`src/rtl/alu_pkg.sv`:
```
// Shared ALU definitions: logic-op encodings and the serial-unit FSM states.
package alu_pkg;

    typedef enum logic [1:0] {
        OP_AND = 2'b00,
        OP_OR  = 2'b01,
        OP_XOR = 2'b10,
        OP_NOR = 2'b11
    } op_e;

    typedef enum logic [1:0] {
        S_IDLE = 2'b00,
        S_BUSY = 2'b01,
        S_DONE = 2'b10
    } state_e;

endpackage

```
`src/rtl/my_logic_bit.sv`:
```
// Single-bit combinational logic function y = f(op, a, b).
module my_logic_bit
    import alu_pkg::*;
(
    input  op_e  i_op,
    input  logic i_a,
    input  logic i_b,
    output logic o_y_c
);

    always_comb begin
        o_y_c = 1'b0;
        case (i_op)
            OP_AND:  o_y_c = i_a & i_b;
            OP_OR:   o_y_c = i_a | i_b;
            OP_XOR:  o_y_c = i_a ^ i_b;
            OP_NOR:  o_y_c = ~(i_a | i_b);
            default: o_y_c = 1'b0;
        endcase
    end

endmodule

```
`src/rtl/my_serial_logic.sv`:
```
// Bit-serial AND/OR/XOR/NOR unit, LSB first, valid/ready on both sides.
// Define MY_SERIAL_LOGIC_DUAL_BIT_EN to process two bits per cycle (WIDTH must be even).
module my_serial_logic
    import alu_pkg::*;
#(
    parameter int unsigned WIDTH = 32,
    parameter int unsigned CNT_W = 6
) (
    input  logic             clk,
    input  logic             reset,
    input  logic             in_valid,
    output logic             in_ready,
    input  logic [WIDTH-1:0] first,
    input  logic [WIDTH-1:0] second,
    input  logic [1:0]       op,
    output logic             out_valid,
    input  logic             out_ready,
    output logic [WIDTH-1:0] result,
    output logic             zero
);

`ifdef MY_SERIAL_LOGIC_DUAL_BIT_EN
    localparam int unsigned BITS_PER_CYC = 2;
`else
    localparam int unsigned BITS_PER_CYC = 1;
`endif
    localparam int unsigned LAST_CNT = WIDTH / BITS_PER_CYC - 1;

    state_e                  r_state;
    state_e                  w_state_nxt;
    logic [WIDTH-1:0]        r_a;
    logic [WIDTH-1:0]        r_b;
    logic [WIDTH-1:0]        r_result;
    op_e                     r_op;
    logic [CNT_W-1:0]        r_count;
    logic                    r_any;
    logic                    r_zero;
    logic                    r_in_ready;
    logic                    r_out_valid;
    logic [BITS_PER_CYC-1:0] w_bits;
    logic                    w_accept;
    logic                    w_last;

    assign w_accept = in_valid && (r_state == S_IDLE);
    assign w_last   = (r_count == CNT_W'(LAST_CNT));

    // One logic slice per bit retired each cycle
    for (genvar g = 0; g < BITS_PER_CYC; g++) begin : g_bit
        my_logic_bit u_bit (
            .i_op  (r_op),
            .i_a   (r_a[g]),
            .i_b   (r_b[g]),
            .o_y_c (w_bits[g])
        );
    end

    always_ff @(posedge clk) begin
        if (reset) begin
            r_state <= S_IDLE;
        end else begin
            r_state <= w_state_nxt;
        end
    end

    always_comb begin
        w_state_nxt = S_IDLE;
        case (r_state)
            S_IDLE:  w_state_nxt = w_accept  ? S_BUSY : S_IDLE;
            S_BUSY:  w_state_nxt = w_last    ? S_DONE : S_BUSY;
            S_DONE:  w_state_nxt = out_ready ? S_IDLE : S_DONE;
            default: w_state_nxt = S_IDLE;
        endcase
    end

    // Datapath; handshake flags are registered from the next state
    always_ff @(posedge clk) begin
        if (reset) begin
            r_a         <= '0;
            r_b         <= '0;
            r_result    <= '0;
            r_op        <= OP_AND;
            r_count     <= '0;
            r_any       <= 1'b0;
            r_zero      <= 1'b0;
            r_in_ready  <= 1'b1;
            r_out_valid <= 1'b0;
        end else begin
            r_in_ready  <= (w_state_nxt == S_IDLE);
            r_out_valid <= (w_state_nxt == S_DONE);
            if (w_accept) begin
                r_a      <= first;
                r_b      <= second;
                r_op     <= op_e'(op);
                r_result <= '0;
                r_count  <= '0;
                r_any    <= 1'b0;
                r_zero   <= 1'b0;
            end else if (r_state == S_BUSY) begin
                r_a      <= r_a >> BITS_PER_CYC;
                r_b      <= r_b >> BITS_PER_CYC;
                r_result <= {w_bits, r_result[WIDTH-1:BITS_PER_CYC]};
                r_count  <= r_count + CNT_W'(1);
                r_any    <= r_any | (|w_bits);
                if (w_last) begin
                    r_zero <= ~(r_any | (|w_bits));
                end
            end
        end
    end

    assign in_ready  = r_in_ready;
    assign out_valid = r_out_valid;
    assign result    = r_result;
    assign zero      = r_zero;

endmodule

```
`config.mk`:
```
export PLATFORM = sky130hd
export DESIGN_NAME = my_serial_logic
export DESIGN_NICKNAME = d
export VERILOG_FILES = /design/src/rtl/alu_pkg.sv /design/src/rtl/my_logic_bit.sv /design/src/rtl/my_serial_logic.sv
export SDC_FILE = /design/constraint.sdc
export NUM_CORES = 1
export LEC_CHECK = 0
export ABC_AREA = 1
export BUFFER_PORTS_ARGS = -buffer_cell sky130_fd_sc_hd__buf_4
export CORE_MARGIN = 2
export CORE_UTILIZATION = 29
export DETAILED_ROUTE_END_ITERATION = 8
export GPL_ROUTABILITY_DRIVEN = 0
export PLACE_DENSITY = 0.56
export SKIP_CTS_REPAIR_TIMING = 1
export SLEW_MARGIN = 20
export SYNTH_ARGS = -nofsm -noshare
export SYNTH_HDL_FRONTEND = slang
export SYNTH_SLANG_ARGS = --single-unit
```
`constraint.sdc`:
```
create_clock -name clk -period 1.8 [get_ports clk]
set_input_delay 0.18 -clock clk [delete_from_list [all_inputs] [get_ports clk]]
set_output_delay 0.18 -clock clk [all_outputs]
set_load 0.05 [all_outputs]
```
==> run metrics <==
count of final setup violators=0; Clock Latency Late Sink=350 ps; total gr overflow=0; Ys Warns=0; Worst Skew=6.43 ps; Layout area overhead=29.1%; CTS clk-pin slew, worst paths=70 ps; vias in the first global route=3750; DP Wirelength=6880 um; GRT Total Usage=13.3%; Worst Setup End Kind=register; VDD IR-drop max=0.578 mV; Worst Tran Pin Value=705 ps; die width=126 um; final core utilization=38.4%; share of layout cells above drive strength 1=22.0%; crit path time final=1620 ps; crit-path cells=o21ai_4 > buf_4 > nand2_1 > a31oi_1; DR iter-0 viols=278; Synth top area share=50.7%; Synth cell types=22; max incr delay on CP=600 ps; Avg WL per Cell=12.1 um; Worst path top cell family by delay=compound AO/OA/AOI/OAI gates; max cap viols=0; Initial Util=29.7%; initial antenna violation count=0; CP arrival=1890 ps; Syn Nets=649; post-synthesis instance area=0.00434 mm^2; Die H=126 um; status=finished clean; Critical Path RT=2070 ps; Seq/Total Area, Yosys=50.7%; most frequent cell after synthesis=nand2_1; Non-Filler Instances=852; register area=0.00220 mm^2; syn avg cell area=7.53 um^2; Synth top cells by count=nand2_1, dfxtp_1, a31oi_1, a21oi_1, buf_2; pre-CTS setup slack=167 ps; die area=0.0160 mm^2; placed cells=836; Achievable Freq=619 MHz; clock sinks=110; Pleak=0.00214 uW; setup slack after layout=185 ps; total CTS buffers=9; WS Path Type=reg2reg; Pre-antenna DRT Iters=5; first-pass GRT wire length=17400 um; PwrDens=962 mW/mm^2; Final period util=89.7%; CP Launch Type=register; H-tree Lvls=3; Vias/cell=4.66; CTS tree=built; Nets=736; cell count after synthesis=576; Port-buffer cells=104; DRT antenna net count=0; Reg2Reg Depth=4; largest net degree at the start of global routing=68; Slew headroom=52.8%; Filler Cell Count=1498; CP bufs+invs=1; Clock Tree Buf Depth=2; root buffer cell=clkbuf_16; antenna fix cells=0; final hold vios=0; Worst Hold Class=in2reg; vias post-DR=3967; final WL=10300 um; area of the multi-input gates=0.00186 mm^2; Final Max Tran Viols=0; slowest CP cell=o21ai_4; hold path cells=3; Levels on crit path=4; Sum Neg Setup Slack=0 ps; Top FF cell, synth=dfxtp_1; # IOs=105; RSZ-0062 raised after global routing=false; Site Rows=44; flops & latches, synth=110; area leader, netlist=dfxtp_1; EDFF count, synth=0; # DRC=0; Async S/R FF share, synth=0%; Max FO, Critical Path=25; area of the core=0.0146 mm^2; largest cells by area after synthesis=dfxtp_1, nand2_1, a31oi_1, a21oi_1, buf_2
cells by family after synthesis:
kind of cell	synth area share, %
AOI/OAI and AO/OA	15.6
adders and majority gates	0.865
and+or+nand+nor	26.2
DFF	50.7
xor gates and xnor gates	0.202
buffers and inverters	6.43
where the power goes:
| part | total, uW | internal [uW] | switching [uW] | leakage, uW |
|---|---|---|---|---|
| clock | 2250 | 1350 | 895 | 0.000165 |
| combinational | 547 | 232 | 315 | 0.00108 |
| sequential | 2590 | 2540 | 55.9 | 0.000897 |
| total | 5390 | 4120 | 1270 | 0.00214 |
sequential cells by signal, summed over array words and instances (netlist names):
register   cells
in_ready       1
r_any          1
zero           1
r_a           32
r_state        2
result        32
r_count        6
out_valid      1
r_op           2
r_b           32
cell type report:
cell class	count	area share (%)
Clock inverter	7	2.01
Clock buffer	9	4.02
Timing Repair Buffer	114	16.2
Multi-Input combinational cell	410	33.2
Tap cell	184	4.11
Inverter	18	1.21
Sequential cell	110	39.3
layer usage:
layer / vias up / global-route usage (%) / share of wire (%)
li1: 2045 / - / -
met3: 11 / 3.92 / 5.9
met5: - / 0 / 0
met2: 109 / 21.5 / 46
met4: 0 / 4.59 / 1.5
met1: 1802 / 16.9 / 47
worst paths after layout:
| check | start | to | slack (ps) |
|---|---|---|---|
| setup reg to reg | r_state[0] | r_b[17] | 180 |
| setup / recovery | r_state[0] | r_b[17] | 180 |
| hold reg to reg | r_op[1] | r_op[1] | 470 |
| hold / removal | first[26] | r_a[26] | 90 |
worst min-delay path: cells and delay by family:
family | cells | cell delay [ps]
buffers and inverters | 1 | 80
AOI/OAI and AO/OA | 1 | 110
and+or+nand+nor | 1 | 40
placed cells by master, fill, tap and decap left out:
master and instances:
nand3_1 4, clkinvlp_4 1, clkbuf_16 9, nand3_2 1, nor3_1 2, buf_4 110
nand2_1 278, o21ai_1 2, xor2_1 1, o21ai_4 1, a21oi_2 10, clkinv_2 3
inv_1 15, inv_2 3, ha_1 3, a31oi_1 62, nand2_2 1, nor2_1 9
nor2_4 1, dfxtp_1 110, bufinv_16 3, a21oi_1 33, buf_12 4, o21ai_0 2
per-stage QoR:
step / hold slack (ps) / total power, uW / area [um^2]
2_1_floorplan: 323 / 2990 / 4340
3_3_place_gp: 441 / 3190 / 5260
3_5_place_dp: 449 / 3210 / 5260
4_1_cts: 67.8 / 5480 / 5600
5_1_grt: 83.3 / 5620 / 5600
6_report: 90.7 / 5390 / 5600
Power figures use the tool's default switching activity.
